File: src/rtl/pin_sampler_pkg.sv
// Shared constants for the pin sampling path: mode codes, FSM state encoding
// and timestamp width.
`ifndef IO_PINS
`define IO_PINS 16
`endif

package pin_sampler_pkg;

  localparam logic MODE_POLL   = 1'b0;
  localparam logic MODE_CHANGE = 1'b1;

  typedef enum logic {
    ST_ARM = 1'b0,
    ST_RUN = 1'b1
  } state_e;

  localparam int TS_WIDTH = 32;

endpackage

File: src/rtl/pin_compress.sv
// Combinational pin compaction: the data bits selected by mask are packed
// towards the LSB in mask order; bits above popcount(mask) read as 0.
module pin_compress #(
  parameter int WIDTH = 16
) (
  input  logic [WIDTH-1:0] data,
  input  logic [WIDTH-1:0] mask,
  output logic [WIDTH-1:0] result
);

  localparam int IDXW = (WIDTH > 1) ? $clog2(WIDTH) : 1;

  logic [IDXW-1:0] idx_s;

  // Walk the mask from the LSB, placing each selected bit at the next free slot
  always_comb begin
    result = '0;
    idx_s  = '0;
    for (int i = 0; i < WIDTH; i++) begin
      if (mask[i]) begin
        result[idx_s] = data[i];
        idx_s         = idx_s + 1'b1;
      end else begin
        idx_s = idx_s;
      end
    end
  end

endmodule

File: src/rtl/pin_sampler.sv
// Synchronises IO pins, compacts the masked ones and hands words to the core
// over valid/ready. Define PIN_SAMPLER_TIMESTAMP_EN to add the out_time port.
`ifndef IO_PINS
`define IO_PINS 16
`endif

module pin_sampler
  import pin_sampler_pkg::*;
#(
  parameter int WIDTH       = `IO_PINS,
  parameter int SYNC_STAGES = 2
) (
  input  logic             clk,
  input  logic             rst,
  input  logic [WIDTH-1:0] io_in,
  input  logic [WIDTH-1:0] mask_wdata,
  input  logic             mask_we,
  input  logic             mode,
  input  logic             sample_req,
  output logic [WIDTH-1:0] out_data,
  output logic             out_valid,
  input  logic             out_ready,
  output logic             overflow,
  input  logic             ovf_clr,
  output logic [WIDTH-1:0] mask
`ifdef PIN_SAMPLER_TIMESTAMP_EN
  ,
  output logic [TS_WIDTH-1:0] out_time
`endif
);

  logic [SYNC_STAGES-1:0][WIDTH-1:0] sync_r;
  logic [WIDTH-1:0] s_s;
  logic [WIDTH-1:0] c_s;
  logic [WIDTH-1:0] prev_r;
  logic [WIDTH-1:0] mask_r;
  logic [WIDTH-1:0] data_r;
  logic             valid_r;
  logic             ovf_r;
  state_e           state_r;
  state_e           state_nxt_s;
  logic             raw_event_s;
  logic             load_s;
  logic             drop_s;

  // Pin synchroniser chain into the core clock domain
  always_ff @(posedge clk) begin
    if (rst) begin
      sync_r <= '0;
    end else begin
      sync_r[0] <= io_in;
      for (int k = 1; k < SYNC_STAGES; k++) begin
        sync_r[k] <= sync_r[k-1];
      end
    end
  end

  assign s_s = sync_r[SYNC_STAGES-1];

  pin_compress #(
    .WIDTH (WIDTH)
  ) u_compress (
    .data   (s_s),
    .mask   (mask_r),
    .result (c_s)
  );

  // FSM state register
  always_ff @(posedge clk) begin
    if (rst) begin
      state_r <= ST_ARM;
    end else begin
      state_r <= state_nxt_s;
    end
  end

  // Next state and event generation; a mask write re-arms and swallows events
  always_comb begin
    state_nxt_s = state_r;
    raw_event_s = 1'b0;
    if (mask_we) begin
      state_nxt_s = ST_ARM;
    end else begin
      case (state_r)
        ST_ARM: begin
          state_nxt_s = ST_RUN;
        end
        ST_RUN: begin
          state_nxt_s = ST_RUN;
          if (mode == MODE_CHANGE) begin
            raw_event_s = (c_s != prev_r);
          end else begin
            raw_event_s = sample_req;
          end
        end
        default: begin
          state_nxt_s = ST_ARM;
        end
      endcase
    end
  end

  assign load_s = raw_event_s && (!valid_r || out_ready);
  assign drop_s = raw_event_s && valid_r && !out_ready;

  // Change-detect reference: reloaded while arming and on every event
  always_ff @(posedge clk) begin
    if (rst) begin
      prev_r <= '0;
    end else if ((state_r == ST_ARM) || raw_event_s) begin
      prev_r <= c_s;
    end else begin
      prev_r <= prev_r;
    end
  end

  // Mask register, one-entry output buffer and sticky overflow
  always_ff @(posedge clk) begin
    if (rst) begin
      mask_r  <= '0;
      data_r  <= '0;
      valid_r <= 1'b0;
      ovf_r   <= 1'b0;
    end else begin
      if (mask_we) begin
        mask_r  <= mask_wdata;
        valid_r <= 1'b0;
      end else if (load_s) begin
        data_r  <= c_s;
        valid_r <= 1'b1;
      end else if (valid_r && out_ready) begin
        valid_r <= 1'b0;
      end else begin
        valid_r <= valid_r;
      end
      // a drop in the same cycle as a clear keeps the flag set
      if (drop_s) begin
        ovf_r <= 1'b1;
      end else if (ovf_clr) begin
        ovf_r <= 1'b0;
      end else begin
        ovf_r <= ovf_r;
      end
    end
  end

  assign out_data  = data_r;
  assign out_valid = valid_r;
  assign overflow  = ovf_r;
  assign mask      = mask_r;

`ifdef PIN_SAMPLER_TIMESTAMP_EN
  logic [TS_WIDTH-1:0] ts_cnt_r;
  logic [TS_WIDTH-1:0] ts_out_r;

  // Free-running timestamp, captured whenever a word loads
  always_ff @(posedge clk) begin
    if (rst) begin
      ts_cnt_r <= '0;
      ts_out_r <= '0;
    end else begin
      ts_cnt_r <= ts_cnt_r + 32'd1;
      if (load_s && !mask_we) begin
        ts_out_r <= ts_cnt_r;
      end else begin
        ts_out_r <= ts_out_r;
      end
    end
  end

  assign out_time = ts_out_r;
`endif

endmodule

File: config.mk
export PLATFORM = sky130hd
export DESIGN_NAME = pin_sampler
export DESIGN_NICKNAME = d
export VERILOG_FILES = /design/src/rtl/pin_sampler_pkg.sv /design/src/rtl/pin_compress.sv /design/src/rtl/pin_sampler.sv
export SDC_FILE = /design/constraint.sdc
export NUM_CORES = 1
export LEC_CHECK = 0
export CAP_MARGIN = 20
export CORE_ASPECT_RATIO = 0.7
export CORE_UTILIZATION = 48
export CTS_BUF_LIST = sky130_fd_sc_hd__clkbuf_8
export DETAILED_ROUTE_END_ITERATION = 6
export GPL_TIMING_DRIVEN = 0
export PLACE_DENSITY = 0.68
export SLEW_MARGIN = 30
export SYNTH_ARGS = -nofsm -noshare
export SYNTH_HDL_FRONTEND = slang
export SYNTH_SLANG_ARGS = --single-unit
File: constraint.sdc
create_clock -name clk -period 24 [get_ports clk]
set_clock_uncertainty 0.1 [all_clocks]
set_input_delay 4.8 -clock clk [delete_from_list [all_inputs] [get_ports clk]]
set_output_delay 4.8 -clock clk [all_outputs]
set_load 0.03 [all_outputs]
==> impl_results.html, run 1 <==
<table>
<tr><th>Metric</th><th>Value</th></tr>
<tr><th colspan="2">Run status</th></tr>
<tr><td>Outcome</td><td>finished, final reports clean</td></tr>
<tr><th colspan="2">Setup path</th></tr>
<tr><td>Delay contributed by the slowest stage of the critical path</td><td>0.62 ns</td></tr>
<tr><td>Worst-path maximum fanout</td><td>10</td></tr>
<tr><td>Worst path slowest cell</td><td>sky130_fd_sc_hd__xnor3_1</td></tr>
<tr><td>Library cell appearing most often on the critical path</td><td>sky130_fd_sc_hd__ha_1</td></tr>
<tr><td>Type of the worst setup path</td><td>reg -&gt; reg</td></tr>
<tr><td>Crit path capture type</td><td>register</td></tr>
<tr><td>Worst path arrival time</td><td>roughly 15 ns</td></tr>
<tr><td>Required @ worst endpoint</td><td>between 20 and 25 ns</td></tr>
<tr><td>Type of origin of the critical path</td><td>register</td></tr>
<tr><th colspan="2">Route</th></tr>
<tr><td>Wirelength, routed</td><td>around 37000 um</td></tr>
<tr><td>DR iter-0 viols</td><td>1531</td></tr>
<tr><td>Wire per inst</td><td>22.5 um</td></tr>
<tr><td>Number of vias per cell after detailed routing</td><td>roughly 6.5</td></tr>
<tr><td>Antenna Nets Post-Route</td><td>0</td></tr>
<tr><td>Vias</td><td>between 10000 and 15000</td></tr>
<tr><td>DRC violation count after routing</td><td>0</td></tr>
<tr><td>Length of the first detailed-routing pass in iterations</td><td>5</td></tr>
<tr><th colspan="2">CTS</th></tr>
<tr><td>Number of buffers on the longest clock path</td><td>2</td></tr>
<tr><td>Clock root cell</td><td>sky130_fd_sc_hd__clkbuf_8</td></tr>
<tr><td>Number of clock sinks seen by CTS</td><td>a little over 80</td></tr>
<tr><td>CTS resizes</td><td>0</td></tr>
<tr><td>Hold buffers post-CTS</td><td>0</td></tr>
<tr><td>Clock transition time at the flip-flop clock pins of the worst setup and hold paths</td><td>0.10 ns</td></tr>
<tr><td>Total CTS buffers</td><td>9</td></tr>
<tr><td>Clk_lat worst skew</td><td>between 0.3 and 0.4 ns</td></tr>
<tr><td>TritonCTS clock tree</td><td>built</td></tr>
<tr><td>Count of buffers added by post-CTS timing repair for setup</td><td>0</td></tr>
<tr><td>Number of H-tree levels</td><td>3</td></tr>
<tr><th colspan="2">Pwr</th></tr>
<tr><td>Static leakage</td><td>approximately 4 nW</td></tr>
<tr><td>Power density relative to cell area</td><td>58.9 nW/um^2</td></tr>
<tr><td>Total design power</td><td>~0.64 mW</td></tr>
<tr><td>Clock power share</td><td>a little under a fifth</td></tr>
<tr><td>Relative contribution of combinational cells to total power</td><td>a little under three fifths</td></tr>
<tr><td>Power share of the sequential group</td><td>between 20% and 30%</td></tr>
<tr><td>NetSw</td><td>approximately 0.3 mW</td></tr>
<tr><td>Internal power consumption</td><td>between 0.3 and 0.4 mW</td></tr>
<tr><td>Worst supply voltage drop on vdd</td><td>0.0404 mV</td></tr>
<tr><td>Sw frac</td><td>between 40% and 50%</td></tr>
<tr><th colspan="2">Yosys</th></tr>
<tr><td>Synthesized area</td><td>approximately 9500 sq um</td></tr>
<tr><td>Dominant synthesized flop cell</td><td>sky130_fd_sc_hd__dfxtp_1</td></tr>
<tr><td>Cell count after synthesis</td><td>about 1300</td></tr>
<tr><td>Sequential element share of the synthesized area</td><td>~17%</td></tr>
<tr><td>Syn avg cell area</td><td>7.46 sq um</td></tr>
<tr><td>Async set or reset register ratio after synthesis</td><td>0%</td></tr>
<tr><td>Post-synth EDFFs</td><td>0</td></tr>
<tr><td>Largest area contributor in the netlist</td><td>sky130_fd_sc_hd__dfxtp_1</td></tr>
<tr><td>Area share of the leading cell type in the synthesized netlist</td><td>between 10% and 20%</td></tr>
<tr><td>Synth unique cells</td><td>83</td></tr>
<tr><td>Number of warnings issued by yosys</td><td>0</td></tr>
<tr><td>Synth Net Count</td><td>approximately 1400</td></tr>
<tr><td>Synthesis-stage register bit count</td><td>83</td></tr>
<tr><td>Dominant cells by area after synthesis</td><td>sky130_fd_sc_hd__dfxtp_1, sky130_fd_sc_hd__ha_1, sky130_fd_sc_hd__mux2i_1, sky130_fd_sc_hd__nand2_1, sky130_fd_sc_hd__nor2_1</td></tr>
<tr><th colspan="2">STA</th></tr>
<tr><td>Setup repair after global routing missed its margin</td><td>false</td></tr>
<tr><td>Crit share post-route</td><td>just over 60%</td></tr>
<tr><td>Slew margin rel.</td><td>about 35%</td></tr>
<tr><td>Max Freq</td><td>~67 MHz</td></tr>
<tr><td>Pins Over Slew Limit</td><td>0</td></tr>
<tr><td>Post-Route Setup TNS</td><td>0 ns</td></tr>
<tr><td>Minimum clock period after layout</td><td>about 15 ns</td></tr>
<tr><td>Final hold violation count</td><td>0</td></tr>
<tr><td>Slew at the pin closest to its max-slew limit</td><td>around 0.97 ns</td></tr>
<tr><td>Setup violations, final</td><td>0</td></tr>
<tr><td>Fin worst setup slack</td><td>around 9.0 ns</td></tr>
<tr><td>Worst hold margin</td><td>~0.34 ns</td></tr>
<tr><th colspan="2">Floorplan</th></tr>
<tr><td>Core region area</td><td>approximately 19000 sq um</td></tr>
<tr><td>Rows</td><td>42</td></tr>
<tr><td>Height of the chip</td><td>around 120 um</td></tr>
<tr><td>Total Die Area</td><td>a little over 20000 sq um</td></tr>
<tr><td>Die span in x</td><td>170 um</td></tr>
<tr><td>Starting density of the core</td><td>approximately half</td></tr>
<tr><td>Number of top-level pins</td><td>73</td></tr>
<tr><th colspan="2">Place</th></tr>
<tr><td>Gpl congestion</td><td>between 1 and 1.5</td></tr>
<tr><td>I/O Buffers</td><td>70</td></tr>
<tr><td>DP Wirelength</td><td>29200 um</td></tr>
<tr><td>Pre-CTS setup slack</td><td>around 9.5 ns</td></tr>
<tr><th colspan="2">Final layout</th></tr>
<tr><td>Reg area</td><td>between 1500 and 2000 sq um</td></tr>
<tr><td>Area of the multi-input gates</td><td>7370 sq um</td></tr>
<tr><td>Share of post-route cells with drive strength above 1</td><td>between 5 and 6%</td></tr>
<tr><td>P&amp;R area growth vs syn</td><td>13.3%</td></tr>
<tr><td>Filler Cells Inserted</td><td>between 1500 and 2000</td></tr>
<tr><td>Utilization after layout</td><td>a little under three fifths</td></tr>
<tr><td>Nets@finish</td><td>1446</td></tr>
<tr><th colspan="2">Global route</th></tr>
<tr><td>GRT Total Usage</td><td>between 30% and 40%</td></tr>
<tr><td>Maximum number of pins on one net before global-route repair</td><td>17</td></tr>
<tr><td>Antenna violations before repair</td><td>1</td></tr>
<tr><td>First-pass GRT wire length</td><td>approximately 55000 um</td></tr>
<tr><td>Via count of the first global-routing pass</td><td>9319</td></tr>
<tr><td>Remaining global-route overflow</td><td>0</td></tr>
<tr><th colspan="2">Run</th></tr>
<tr><td>Max-cap violations</td><td>0</td></tr>
<tr><th colspan="2">Worst hold path</th></tr>
<tr><td>Min-Delay Path Class</td><td>reg -&gt; reg</td></tr>
</table>
worst max-delay path: cells and delay by family, from the launching register on:
family / cells / cell delay (ns)
buffers and inverters: 12 / 2.39
AO/OA/AOI/OAI: 13 / 3.59
AND/OR/NAND/NOR: 12 / 1.94
XOR/XNOR: 4 / 1.71
multiplexers: 4 / 1.05
flip-flops: 1 / 0.38
adder cells (fa/ha/maj): 11 / 3.71
cells by family (layout without fill, tap and decap cells):
family	Yosys count	in the layout	share of synthesized area [%]
compound gates	346	346	25.5
buf+inv	129	215	5.37
xor+xnor	72	72	10.4
simple gates	524	524	26.6
flops	83	83	17.4
fa+ha+maj	48	48	6.38
mux	76	76	8.29
other cells	0	1	0
area by class of cell:
class / instances / share of cell area, %
multi-input combinational: 1066 / 68.2
sequential: 83 / 15.4
timing repair buffer: 70 / 6.49
buffer: 85 / 3.21
tap: 264 / 3.06
inverter: 44 / 1.53
clock buffer: 9 / 1.15
clock inverter: 7 / 0.973
antenna: 1 / 0.0232
sequential cells by signal, summed over array words and instances, names as in the netlist:
signal,cells
mask,16
overflow,1
prev_r,16
s_s,16
out_data,16
sync_r,16
out_valid,1
state_r,1
power groups by stage:
stage	Sequential [mW]	Combinational [mW]	Clock (mW)
2_1_floorplan	0.158	0.240	0
3_3_place_gp	0.156	0.349	0
3_5_place_dp	0.156	0.349	0
4_1_cts	0.153	0.351	0.119
5_1_grt	0.154	0.393	0.124
6_report	0.153	0.366	0.118
Yosys cell counts (8+ instances only):
| master | n |
|---|---|
| sky130_fd_sc_hd__nand2_1 | 134 |
| sky130_fd_sc_hd__mux2_2 | 13 |
| sky130_fd_sc_hd__mux2i_1 | 55 |
| sky130_fd_sc_hd__xnor2_1 | 39 |
| sky130_fd_sc_hd__nand4_1 | 15 |
| sky130_fd_sc_hd__a32oi_1 | 11 |
| sky130_fd_sc_hd__a31oi_1 | 15 |
| sky130_fd_sc_hd__o211ai_1 | 12 |
| sky130_fd_sc_hd__o21ai_0 | 62 |
| sky130_fd_sc_hd__buf_1 | 9 |
| sky130_fd_sc_hd__nor3_1 | 38 |
| sky130_fd_sc_hd__o32ai_1 | 8 |
| sky130_fd_sc_hd__ha_1 | 47 |
| sky130_fd_sc_hd__and3_1 | 15 |
| sky130_fd_sc_hd__xnor2_2 | 8 |
| sky130_fd_sc_hd__a211oi_1 | 11 |
| sky130_fd_sc_hd__a221oi_1 | 15 |
| sky130_fd_sc_hd__dfxtp_1 | 83 |
| sky130_fd_sc_hd__o221ai_1 | 14 |
| sky130_fd_sc_hd__xnor3_1 | 14 |
| sky130_fd_sc_hd__inv_1 | 44 |
| sky130_fd_sc_hd__clkbuf_1 | 63 |
| sky130_fd_sc_hd__o31ai_1 | 8 |
| sky130_fd_sc_hd__buf_2 | 10 |
| sky130_fd_sc_hd__nand2b_1 | 33 |
| sky130_fd_sc_hd__nand3_1 | 59 |
| sky130_fd_sc_hd__a22oi_1 | 17 |
| sky130_fd_sc_hd__nor2b_1 | 46 |
| sky130_fd_sc_hd__nor2_1 | 130 |
| sky130_fd_sc_hd__and2_1 | 21 |
| sky130_fd_sc_hd__a21oi_1 | 56 |
| sky130_fd_sc_hd__o22ai_1 | 34 |
metrics by stage:
step,std cells,area (sq um)
after floorplan,1278,9540
after global placement,1612,10600
after detailed placement,1612,10600
after CTS,1628,10800
after global routing,1628,10800
final,1629,10800
routing by layer:
layer	track usage [%]	vias up	wire length, um
li1	-	4878	-
met1	54.7	4964	17500
met2	45.2	684	13300
met3	14.1	35	5430
met4	5.80	0	408
met5	0	-	0
path summary, 6_finish.rpt:
| path | to | start | cells after the start | slack (ns) |
|---|---|---|---|---|
| hold / removal | s_s[7]$_SDFF_PP0_ | sync_r[7]$_SDFF_PP0_ | 1 | 0.34 |
| setup reg to reg | out_data[14]$_SDFFE_PP0P_ | mask[2]$_SDFFE_PP0P_ | 56 | 9.03 |
| hold reg to reg | s_s[7]$_SDFF_PP0_ | sync_r[7]$_SDFF_PP0_ | 1 | 0.34 |
| setup / recovery | out_data[14]$_SDFFE_PP0P_ | mask[2]$_SDFFE_PP0P_ | 56 | 9.03 |
layout by cell type, fill, tap and decap left out, types with 12 or more instances in the layout:
master                            netlist  layout
sky130_fd_sc_hd__a21oi_1               56      56
sky130_fd_sc_hd__a221oi_1              15      15
sky130_fd_sc_hd__a22oi_1               17      17
sky130_fd_sc_hd__a31oi_1               15      15
sky130_fd_sc_hd__and2_1                21      21
sky130_fd_sc_hd__and3_1                15      15
sky130_fd_sc_hd__clkbuf_1              63      63
sky130_fd_sc_hd__clkdlybuf4s50_1        0      70
sky130_fd_sc_hd__dfxtp_1               83      83
sky130_fd_sc_hd__ha_1                  47      47
sky130_fd_sc_hd__inv_1                 44      44
sky130_fd_sc_hd__mux2_2                13      13
sky130_fd_sc_hd__mux2i_1               55      55
sky130_fd_sc_hd__nand2_1              134     134
sky130_fd_sc_hd__nand2b_1              33      33
sky130_fd_sc_hd__nand3_1               59      59
sky130_fd_sc_hd__nand4_1               15      15
sky130_fd_sc_hd__nor2_1               130     130
sky130_fd_sc_hd__nor2b_1               46      46
sky130_fd_sc_hd__nor3_1                38      37
sky130_fd_sc_hd__o211ai_1              12      12
sky130_fd_sc_hd__o21ai_0               62      61
sky130_fd_sc_hd__o221ai_1              14      14
sky130_fd_sc_hd__o22ai_1               34      34
sky130_fd_sc_hd__xnor2_1               39      39
sky130_fd_sc_hd__xnor3_1               14      14
Power figures use the tool's default switching activity.
==> run 2: changes to the inputs <==
clock period = 15.3 ns   (was 24 ns; I/O delays follow)
==> run 2 against run 1 <==
Compared with the run above: power rose by 57%; die area did not move; first-iteration DRC count fell by 15%; non-clock buffer count did not move; register-to-register slack got worse by 8.2 ns; hold slack barely moved; flip-flop and latch count did not move; fmax rose by 3.3%; largest cell class unchanged.
==> impl_results.html, run 2 (same netlist as run 1, synthesis figures left out) <==
<table>
<tr><th>Metric</th><th>Value</th></tr>
<tr><th colspan="2">Setup path</th></tr>
<tr><td>Worst path slowest cell</td><td>sky130_fd_sc_hd__xnor3_1 (unchanged)</td></tr>
<tr><td>Required @ worst endpoint</td><td>15.45 ns (was 24.15 ns)</td></tr>
<tr><td>Worst path arrival time</td><td>14.64 ns (was 15.12 ns)</td></tr>
<tr><td>Type of origin of the critical path</td><td>register (unchanged)</td></tr>
<tr><td>Buffers plus inverters on the worst setup path</td><td>12 (unchanged)</td></tr>
<tr><td>Top delay family on crit path</td><td>adder cells (unchanged)</td></tr>
<tr><td>Worst-path maximum fanout</td><td>10 (unchanged)</td></tr>
<tr><td>Type of the worst setup path</td><td>reg -&gt; reg (unchanged)</td></tr>
<tr><td>Delay contributed by the slowest stage of the critical path</td><td>0.62 ns (about the same)</td></tr>
<tr><td>Crit path capture type</td><td>register (unchanged)</td></tr>
<tr><td>R2r setup slk</td><td>0.81 ns (was 9.03 ns)</td></tr>
<tr><td>Library cell appearing most often on the critical path</td><td>sky130_fd_sc_hd__ha_1 (unchanged)</td></tr>
<tr><th colspan="2">Global route</th></tr>
<tr><td>Remaining global-route overflow</td><td>0 (unchanged)</td></tr>
<tr><td>Maximum number of pins on one net before global-route repair</td><td>17 (unchanged)</td></tr>
<tr><td>Antenna violations before repair</td><td>1 (unchanged)</td></tr>
<tr><td>Via count of the first global-routing pass</td><td>9319 (unchanged)</td></tr>
<tr><td>First-pass GRT wire length</td><td>55000 um (unchanged)</td></tr>
<tr><td>GRT Total Usage</td><td>35.5% (unchanged)</td></tr>
<tr><th colspan="2">Final layout</th></tr>
<tr><td>Nets@finish</td><td>1446 (unchanged)</td></tr>
<tr><td>P&amp;R area growth vs syn</td><td>13.4% (was 13.3%)</td></tr>
<tr><td>Share of post-route cells with drive strength above 1</td><td>5.50% (was 5.28%)</td></tr>
<tr><td>Filler Cells Inserted</td><td>1878 (was 1879)</td></tr>
<tr><td>Reg area</td><td>1660 sq um (unchanged)</td></tr>
<tr><td>Area of the multi-input gates</td><td>7380 sq um (was 7370 sq um)</td></tr>
<tr><td>Most used cells in the layout excluding fill and tap cells</td><td>sky130_fd_sc_hd__nand2_1, sky130_fd_sc_hd__nor2_1, sky130_fd_sc_hd__dfxtp_1 (unchanged)</td></tr>
<tr><td>Leading cell type in the layout, fill and taps excluded</td><td>sky130_fd_sc_hd__nand2_1 (unchanged)</td></tr>
<tr><th colspan="2">Floorplan</th></tr>
<tr><td>Die span in x</td><td>170 um (unchanged)</td></tr>
<tr><td>Number of top-level pins</td><td>73 (unchanged)</td></tr>
<tr><td>Starting density of the core</td><td>49.7% (unchanged)</td></tr>
<tr><td>Core region area</td><td>19200 sq um (unchanged)</td></tr>
<tr><td>Height of the chip</td><td>120 um (unchanged)</td></tr>
<tr><td>Rows</td><td>42 (unchanged)</td></tr>
<tr><td>Total Die Area</td><td>20400 sq um (unchanged)</td></tr>
<tr><th colspan="2">CTS</th></tr>
<tr><td>Count of buffers added by post-CTS timing repair for setup</td><td>0 (unchanged)</td></tr>
<tr><td>Hold buffers post-CTS</td><td>0 (unchanged)</td></tr>
<tr><td>Total CTS buffers</td><td>9 (unchanged)</td></tr>
<tr><td>Number of H-tree levels</td><td>3 (unchanged)</td></tr>
<tr><td>Clk_lat worst skew</td><td>0.36 ns (about the same)</td></tr>
<tr><td>Clock transition time at the flip-flop clock pins of the worst setup and hold paths</td><td>0.10 ns (about the same)</td></tr>
<tr><td>Number of buffers on the longest clock path</td><td>2 (unchanged)</td></tr>
<tr><td>Clock root cell</td><td>sky130_fd_sc_hd__clkbuf_8 (unchanged)</td></tr>
<tr><td>TritonCTS clock tree</td><td>built (unchanged)</td></tr>
<tr><td>Number of clock sinks seen by CTS</td><td>83 (unchanged)</td></tr>
<tr><th colspan="2">Pwr</th></tr>
<tr><td>Clock power share</td><td>18.5% (about the same)</td></tr>
<tr><td>Relative contribution of combinational cells to total power</td><td>57.4% (about the same)</td></tr>
<tr><td>Static leakage</td><td>3.94 nW (about the same)</td></tr>
<tr><td>Internal power consumption</td><td>0.516 mW (was 0.328 mW)</td></tr>
<tr><td>Power density relative to cell area</td><td>92.3 nW/um^2 (was 58.9 nW/um^2)</td></tr>
<tr><td>Power share of the sequential group</td><td>24.1% (was 24.0%)</td></tr>
<tr><td>NetSw</td><td>0.482 mW (was 0.309 mW)</td></tr>
<tr><td>Worst supply voltage drop on vdd</td><td>0.0633 mV (was 0.0404 mV)</td></tr>
<tr><td>Sw frac</td><td>48.3% (was 48.5%)</td></tr>
<tr><th colspan="2">Route</th></tr>
<tr><td>Length of the first detailed-routing pass in iterations</td><td>6 (was 5)</td></tr>
<tr><td>DR iter-0 viols</td><td>1294 (was 1531)</td></tr>
<tr><td>Number of vias per cell after detailed routing</td><td>6.46 (was 6.48)</td></tr>
<tr><td>DRC violation count after routing</td><td>0 (unchanged)</td></tr>
<tr><td>Wirelength, routed</td><td>36400 um (was 36600 um)</td></tr>
<tr><td>Antenna Nets Post-Route</td><td>0 (unchanged)</td></tr>
<tr><td>Vias</td><td>10500 (was 10600)</td></tr>
<tr><td>Wire per inst</td><td>22.4 um (was 22.5 um)</td></tr>
<tr><th colspan="2">STA</th></tr>
<tr><td>Slew at the pin closest to its max-slew limit</td><td>0.940 ns (was 0.974 ns)</td></tr>
<tr><td>Slew margin rel.</td><td>36.9% (was 34.6%)</td></tr>
<tr><td>Max Freq</td><td>69.0 MHz (was 66.8 MHz)</td></tr>
<tr><td>Final hold violation count</td><td>0 (unchanged)</td></tr>
<tr><td>Minimum clock period after layout</td><td>14.49 ns (was 14.97 ns)</td></tr>
<tr><td>Crit share post-route</td><td>94.7% (was 62.4%)</td></tr>
<tr><td>Post-Route Setup TNS</td><td>0 ns (unchanged)</td></tr>
<tr><td>Worst hold margin</td><td>0.337 ns (about the same)</td></tr>
<tr><td>Pins Over Slew Limit</td><td>0 (unchanged)</td></tr>
<tr><td>Setup repair after global routing missed its margin</td><td>false (unchanged)</td></tr>
<tr><td>Setup violations, final</td><td>0 (unchanged)</td></tr>
<tr><th colspan="2">Place</th></tr>
<tr><td>Gpl congestion</td><td>1.00 (unchanged)</td></tr>
<tr><td>DP Wirelength</td><td>29200 um (unchanged)</td></tr>
<tr><td>I/O Buffers</td><td>70 (unchanged)</td></tr>
<tr><th colspan="2">Run</th></tr>
<tr><td>Max-cap violations</td><td>0 (unchanged)</td></tr>
<tr><th colspan="2">Run status</th></tr>
<tr><td>Outcome</td><td>finished, final reports clean (unchanged)</td></tr>
<tr><th colspan="2">Worst hold path</th></tr>
<tr><td>Min-Delay Path Class</td><td>reg -&gt; reg (unchanged)</td></tr>
</table>
## run 2: stage by stage
stage | power, mW | setup WS [ns] | util, % | cells | instance area, sq um
after global routing | 1.06 | 0.0483 | 56.4 | 1628 | 10800
after floorplan | 0.624 | 3.17 | - | 1278 | 9540
final | 0.998 | 0.814 | 56.4 | 1629 | 10800
after global placement | 0.792 | 0.895 | 55.1 | 1612 | 10600
after CTS | 0.977 | 0.680 | 56.3 | 1628 | 10800
after detailed placement | 0.792 | 0.752 | 55.1 | 1612 | 10600
## run 2: path summary, 6_finish.rpt
check                       start                        end  cells after the start
max reg2reg  mask[2]$_SDFFE_PP0P_  out_data[14]$_SDFFE_PP0P_                     56
min          sync_r[7]$_SDFF_PP0_          s_s[7]$_SDFF_PP0_                      1
min reg2reg  sync_r[7]$_SDFF_PP0_          s_s[7]$_SDFF_PP0_                      1
max          mask[2]$_SDFFE_PP0P_  out_data[14]$_SDFFE_PP0P_                     56
## run 2: routing by layer
layer | vias to the layer above | wire, um | GRT usage (%)
met5 | - | 0 | 0
met4 | 0 | 433 | 5.80
met1 | 4958 | 17100 | 54.7
met3 | 41 | 5600 | 14.1
li1 | 4872 | - | -
met2 | 656 | 13300 | 45.2
## run 2: layout make-up
type / count / share of cell area, %
Buffer: 85 / 3.22
Clock buffer: 9 / 1.15
Timing Repair Buffer: 70 / 6.48
Sequential cell: 83 / 15.4
Antenna cell: 1 / 0.0231
Multi-Input combinational cell: 1066 / 68.2
Tap cell: 264 / 3.05
Clock inverter: 7 / 0.972
Inverter: 44 / 1.53
## run 2: repair_timing
item / 4_1_cts / 5_1_grt
resized for setup: 0 / 4
endpoints found under the hold margin: 0 / 0
setup endpoints to repair: 0 / 31
## run 2: power by group through the flow
stage          registers, mW  clock network (mW)  logic (mW)
2_1_floorplan          0.248                   0       0.376
3_3_place_gp           0.244                   0       0.547
3_5_place_dp           0.245                   0       0.547
4_1_cts                0.240               0.187       0.551
5_1_grt                0.242               0.194       0.619
6_report               0.240               0.185       0.573
==> run 3: changes to the inputs <==
SYNTH_HIERARCHICAL = 1   (was default)
==> run 3 against run 2 <==
Compared with the run above: critical path depth fell by 1; final area fell by 6.2%; setup slack improved by 0.39 ns; routed wire length fell by 16%; hold slack got worse by 0.00099 ns; combinational power fell by 6.3%; flip-flop and latch count did not move.
==> impl_results.html, run 3 <==
<table>
<tr><th>Metric</th><th>Value</th></tr>
<tr><th colspan="2">Run status</th></tr>
<tr><td>Outcome</td><td>finished, final reports clean (unchanged)</td></tr>
<tr><th colspan="2">Route</th></tr>
<tr><td>DR iter-0 viols</td><td>1293 (was 1294)</td></tr>
<tr><td>Vias</td><td>9363 (was 10500)</td></tr>
<tr><td>DRC violation count after routing</td><td>0 (unchanged)</td></tr>
<tr><td>Wire per inst</td><td>20.6 um (was 22.4 um)</td></tr>
<tr><td>Length of the first detailed-routing pass in iterations</td><td>5 (was 6)</td></tr>
<tr><td>Number of vias per cell after detailed routing</td><td>6.30 (was 6.46)</td></tr>
<tr><td>Antenna Nets Post-Route</td><td>0 (unchanged)</td></tr>
<tr><td>Wirelength, routed</td><td>30700 um (was 36400 um)</td></tr>
<tr><th colspan="2">CTS</th></tr>
<tr><td>Number of buffers on the longest clock path</td><td>2 (unchanged)</td></tr>
<tr><td>Clock root cell</td><td>sky130_fd_sc_hd__clkbuf_8 (unchanged)</td></tr>
<tr><td>Number of clock sinks seen by CTS</td><td>83 (unchanged)</td></tr>
<tr><td>Total CTS buffers</td><td>9 (unchanged)</td></tr>
<tr><td>Count of buffers added by post-CTS timing repair for setup</td><td>0 (unchanged)</td></tr>
<tr><td>Hold buffers post-CTS</td><td>0 (unchanged)</td></tr>
<tr><td>CTS resizes</td><td>0 (unchanged)</td></tr>
<tr><td>Number of H-tree levels</td><td>3 (unchanged)</td></tr>
<tr><td>Clk_lat worst skew</td><td>0.38 ns (was 0.36 ns)</td></tr>
<tr><td>TritonCTS clock tree</td><td>built (unchanged)</td></tr>
<tr><td>Clock transition time at the flip-flop clock pins of the worst setup and hold paths</td><td>0.10 ns (about the same)</td></tr>
<tr><th colspan="2">Global route</th></tr>
<tr><td>First-pass GRT wire length</td><td>47600 um (was 55000 um)</td></tr>
<tr><td>Via count of the first global-routing pass</td><td>8365 (was 9319)</td></tr>
<tr><td>GR met3 Demand/Resource</td><td>12.9% (was 14.1%)</td></tr>
<tr><td>Maximum number of pins on one net before global-route repair</td><td>16 (was 17)</td></tr>
<tr><td>Remaining global-route overflow</td><td>0 (unchanged)</td></tr>
<tr><td>Busiest grt layer</td><td>met1 (unchanged)</td></tr>
<tr><td>Met2 routing resource usage after global routing</td><td>38.6% (was 45.2%)</td></tr>
<tr><td>GRT Total Usage</td><td>32.7% (was 35.5%)</td></tr>
<tr><td>Global-route track usage on met1</td><td>52.8% (was 54.7%)</td></tr>
<tr><td>Antenna violations before repair</td><td>0 (was 1)</td></tr>
<tr><th colspan="2">STA</th></tr>
<tr><td>Slew at the pin closest to its max-slew limit</td><td>0.963 ns (was 0.940 ns)</td></tr>
<tr><td>Minimum clock period after layout</td><td>14.10 ns (was 14.49 ns)</td></tr>
<tr><td>Crit share post-route</td><td>92.2% (was 94.7%)</td></tr>
<tr><td>Fin worst setup slack</td><td>1.20 ns (was 0.814 ns)</td></tr>
<tr><td>Pins Over Slew Limit</td><td>0 (unchanged)</td></tr>
<tr><td>Slew margin rel.</td><td>35.3% (was 36.9%)</td></tr>
<tr><td>Setup repair after global routing missed its margin</td><td>false (unchanged)</td></tr>
<tr><td>Final hold violation count</td><td>0 (unchanged)</td></tr>
<tr><td>Worst hold margin</td><td>0.336 ns (was 0.337 ns)</td></tr>
<tr><td>Post-Route Setup TNS</td><td>0 ns (unchanged)</td></tr>
<tr><td>Setup violations, final</td><td>0 (unchanged)</td></tr>
<tr><td>Max Freq</td><td>70.9 MHz (was 69.0 MHz)</td></tr>
<tr><th colspan="2">Worst hold path</th></tr>
<tr><td>Min-Delay Path Class</td><td>reg -&gt; reg (unchanged)</td></tr>
<tr><td>Hold path cells</td><td>1 (unchanged)</td></tr>
<tr><th colspan="2">Yosys</th></tr>
<tr><td>Post-synth EDFFs</td><td>0 (unchanged)</td></tr>
<tr><td>Sequential element share of the synthesized area</td><td>18.6% (was 17.4%)</td></tr>
<tr><td>Most repeated cell in the gate-level netlist after synthesis</td><td>sky130_fd_sc_hd__nor2_1 (was sky130_fd_sc_hd__nand2_1)</td></tr>
<tr><td>Largest area contributor in the netlist</td><td>sky130_fd_sc_hd__dfxtp_1 (unchanged)</td></tr>
<tr><td>Cell count after synthesis</td><td>1165 (was 1278)</td></tr>
<tr><td>Synth Net Count</td><td>1252 (was 1365)</td></tr>
<tr><td>Synthesis-stage register bit count</td><td>83 (unchanged)</td></tr>
<tr><td>Commonest cells in the synthesized netlist</td><td>sky130_fd_sc_hd__nor2_1, sky130_fd_sc_hd__nand2_1, sky130_fd_sc_hd__dfxtp_1 (was sky130_fd_sc_hd__nand2_1, sky130_fd_sc_hd__nor2_1, sky130_fd_sc_hd__dfxtp_1)</td></tr>
<tr><td>Area share of the leading cell type in the synthesized netlist</td><td>18.6% (was 17.4%)</td></tr>
<tr><td>Dominant synthesized flop cell</td><td>sky130_fd_sc_hd__dfxtp_1 (unchanged)</td></tr>
<tr><td>Dominant cells by area after synthesis</td><td>sky130_fd_sc_hd__dfxtp_1, sky130_fd_sc_hd__mux2i_1, sky130_fd_sc_hd__ha_1, sky130_fd_sc_hd__nor2_1, sky130_fd_sc_hd__nand2_1 (was sky130_fd_sc_hd__dfxtp_1, sky130_fd_sc_hd__ha_1, sky130_fd_sc_hd__mux2i_1, sky130_fd_sc_hd__nand2_1, sky130_fd_sc_hd__nor2_1)</td></tr>
<tr><td>Number of warnings issued by yosys</td><td>6 (was 0)</td></tr>
<tr><td>Syn avg cell area</td><td>7.65 sq um (was 7.46 sq um)</td></tr>
<tr><td>Synth unique cells</td><td>93 (was 83)</td></tr>
<tr><td>Async set or reset register ratio after synthesis</td><td>0% (unchanged)</td></tr>
<tr><td>Synthesized area</td><td>8920 sq um (was 9540 sq um)</td></tr>
<tr><th colspan="2">Setup path</th></tr>
<tr><td>Type of the worst setup path</td><td>reg -&gt; reg (unchanged)</td></tr>
<tr><td>Delay contributed by the slowest stage of the critical path</td><td>0.72 ns (was 0.62 ns)</td></tr>
<tr><td>Type of origin of the critical path</td><td>register (unchanged)</td></tr>
<tr><td>Crit path depth</td><td>55 (was 56)</td></tr>
<tr><td>Required @ worst endpoint</td><td>15.50 ns (was 15.45 ns)</td></tr>
<tr><td>Worst-path maximum fanout</td><td>10 (unchanged)</td></tr>
<tr><td>Worst reg2reg path depth</td><td>55 (was 56)</td></tr>
<tr><td>Top delay family on crit path</td><td>adder cells (unchanged)</td></tr>
<tr><td>Worst path slowest cell</td><td>sky130_fd_sc_hd__xor2_1 (was sky130_fd_sc_hd__xnor3_1)</td></tr>
<tr><td>Crit path capture type</td><td>register (unchanged)</td></tr>
<tr><td>Buffers plus inverters on the worst setup path</td><td>9 (was 12)</td></tr>
<tr><td>Library cell appearing most often on the critical path</td><td>sky130_fd_sc_hd__ha_1 (unchanged)</td></tr>
<tr><td>Worst path arrival time</td><td>14.31 ns (was 14.64 ns)</td></tr>
<tr><th colspan="2">Floorplan</th></tr>
<tr><td>Height of the chip</td><td>116 um (was 120 um)</td></tr>
<tr><td>Starting density of the core</td><td>49.2% (was 49.7%)</td></tr>
<tr><td>Core region area</td><td>18100 sq um (was 19200 sq um)</td></tr>
<tr><td>Number of top-level pins</td><td>73 (unchanged)</td></tr>
<tr><td>Rows</td><td>41 (was 42)</td></tr>
<tr><td>Die span in x</td><td>165 um (was 170 um)</td></tr>
<tr><td>Total Die Area</td><td>19100 sq um (was 20400 sq um)</td></tr>
<tr><th colspan="2">Final layout</th></tr>
<tr><td>ANT cells</td><td>0 (was 1)</td></tr>
<tr><td>P&amp;R area growth vs syn</td><td>13.7% (was 13.4%)</td></tr>
<tr><td>Leading cell type in the layout, fill and taps excluded</td><td>sky130_fd_sc_hd__nor2_1 (was sky130_fd_sc_hd__nand2_1)</td></tr>
<tr><td>Filler Cells Inserted</td><td>1741 (was 1878)</td></tr>
<tr><td>Share of post-route cells with drive strength above 1</td><td>6.31% (was 5.50%)</td></tr>
<tr><td>Nets@finish</td><td>1333 (was 1446)</td></tr>
<tr><td>Most used cells in the layout excluding fill and tap cells</td><td>sky130_fd_sc_hd__nor2_1, sky130_fd_sc_hd__nand2_1, sky130_fd_sc_hd__dfxtp_1 (was sky130_fd_sc_hd__nand2_1, sky130_fd_sc_hd__nor2_1, sky130_fd_sc_hd__dfxtp_1)</td></tr>
<tr><td>Utilization after layout</td><td>56.0% (was 56.4%)</td></tr>
<tr><td>Area of all placed cells without fillers</td><td>10100 sq um (was 10800 sq um)</td></tr>
<tr><th colspan="2">Place</th></tr>
<tr><td>DP Wirelength</td><td>24600 um (was 29200 um)</td></tr>
<tr><td>Cell Area, Placed</td><td>9910 sq um (was 10600 sq um)</td></tr>
<tr><td>Gpl congestion</td><td>0.986 (was 1.00)</td></tr>
<tr><td>Pre-CTS setup slack</td><td>1.36 ns (was 0.752 ns)</td></tr>
<tr><td>I/O Buffers</td><td>70 (unchanged)</td></tr>
<tr><th colspan="2">Pwr</th></tr>
<tr><td>Worst supply voltage drop on vdd</td><td>0.0716 mV (was 0.0633 mV)</td></tr>
<tr><td>Power density relative to cell area</td><td>94.5 nW/um^2 (was 92.3 nW/um^2)</td></tr>
<tr><td>Static leakage</td><td>3.80 nW (was 3.94 nW)</td></tr>
<tr><th colspan="2">Run</th></tr>
<tr><td>Max-cap violations</td><td>0 (unchanged)</td></tr>
</table>
run 3: changes by cell type in the layout (fill, tap and decap cells not counted), sizes merged, moves of 10 or more:
cell	change
a22oi	-14
clkbuf	-15
mux2	-16
mux2i	+12
nand2	-31
nand2b	+21
nor2	-20
nor3	+11
o21ai	-20
o22ai	-11
xnor2	-15
xnor3	-10
xor2	+22
run 3: area by class of cell:
class	count	area, sq um	share of cell area, %
clock buffers	9	124	1.22
well taps	236	295	2.91
inverters	40	150	1.48
multi-input cells	976	6820	67.2
plain buffers	66	295	2.91
flip-flops and latches	83	1660	16.4
clock inverters	7	98.8	0.975
repair buffers	70	701	6.91
run 3: final timing paths:
kind	from	endpoint	slack [ns]
min	sync_r[5]$_SDFF_PP0_	s_s[5]$_SDFF_PP0_	0.34
min reg2reg	sync_r[5]$_SDFF_PP0_	s_s[5]$_SDFF_PP0_	0.34
max reg2reg	mask[2]$_SDFFE_PP0P_	prev_r[10]$_SDFFE_PP0P_	1.20
max	mask[2]$_SDFFE_PP0P_	prev_r[10]$_SDFFE_PP0P_	1.20
run 3: worst reg2reg max path, delay by kind of cell (launching register included):
| kind | cells | cell delay [ns] |
|---|---|---|
| AOI/OAI and AO/OA | 11 | 2.66 |
| xor gates and xnor gates | 3 | 1.09 |
| adders and majority gates | 12 | 4.17 |
| buffers and inverters | 9 | 1.66 |
| DFF | 1 | 0.46 |
| muxes | 4 | 1.19 |
| and+or+nand+nor | 16 | 2.68 |
run 3: through the flow:
step                std cells  power [mW]
floorplan                1165       0.611
global placement         1471       0.759
detailed placement       1471       0.759
CTS                      1487       0.945
global route             1487        1.01
finish                   1487       0.959
run 3: routing by layer:
metal | routed length, um | share of wire [%] | vias to the layer above
met2 | 10500 | 34 | 576
met1 | 15600 | 51 | 4341
met3 | 4330 | 14 | 20
met4 | 254 | 0.83 | 0
met5 | 0 | 0 | -
li1 | - | - | 4426
run 3: kinds of logic (layout without fill, tap and decap cells):
kind of cell	Yosys count	in the layout	share of synthesized area (%)
xor+xnor	69	69	10.2
buf+inv	106	192	4.99
flops	83	83	18.6
compound gates	276	276	21.8
simple gates	511	511	29.3
fa+ha+maj	48	48	6.82
mux	72	72	8.19
run 3: power by group:
| group | internal [mW] | leakage [nW] | switching [mW] |
|---|---|---|---|
| Combinational | 0.180 | 3.01 | 0.357 |
| Clock | 0.0931 | 0.110 | 0.0902 |
| Sequential | 0.228 | 0.680 | 0.0104 |
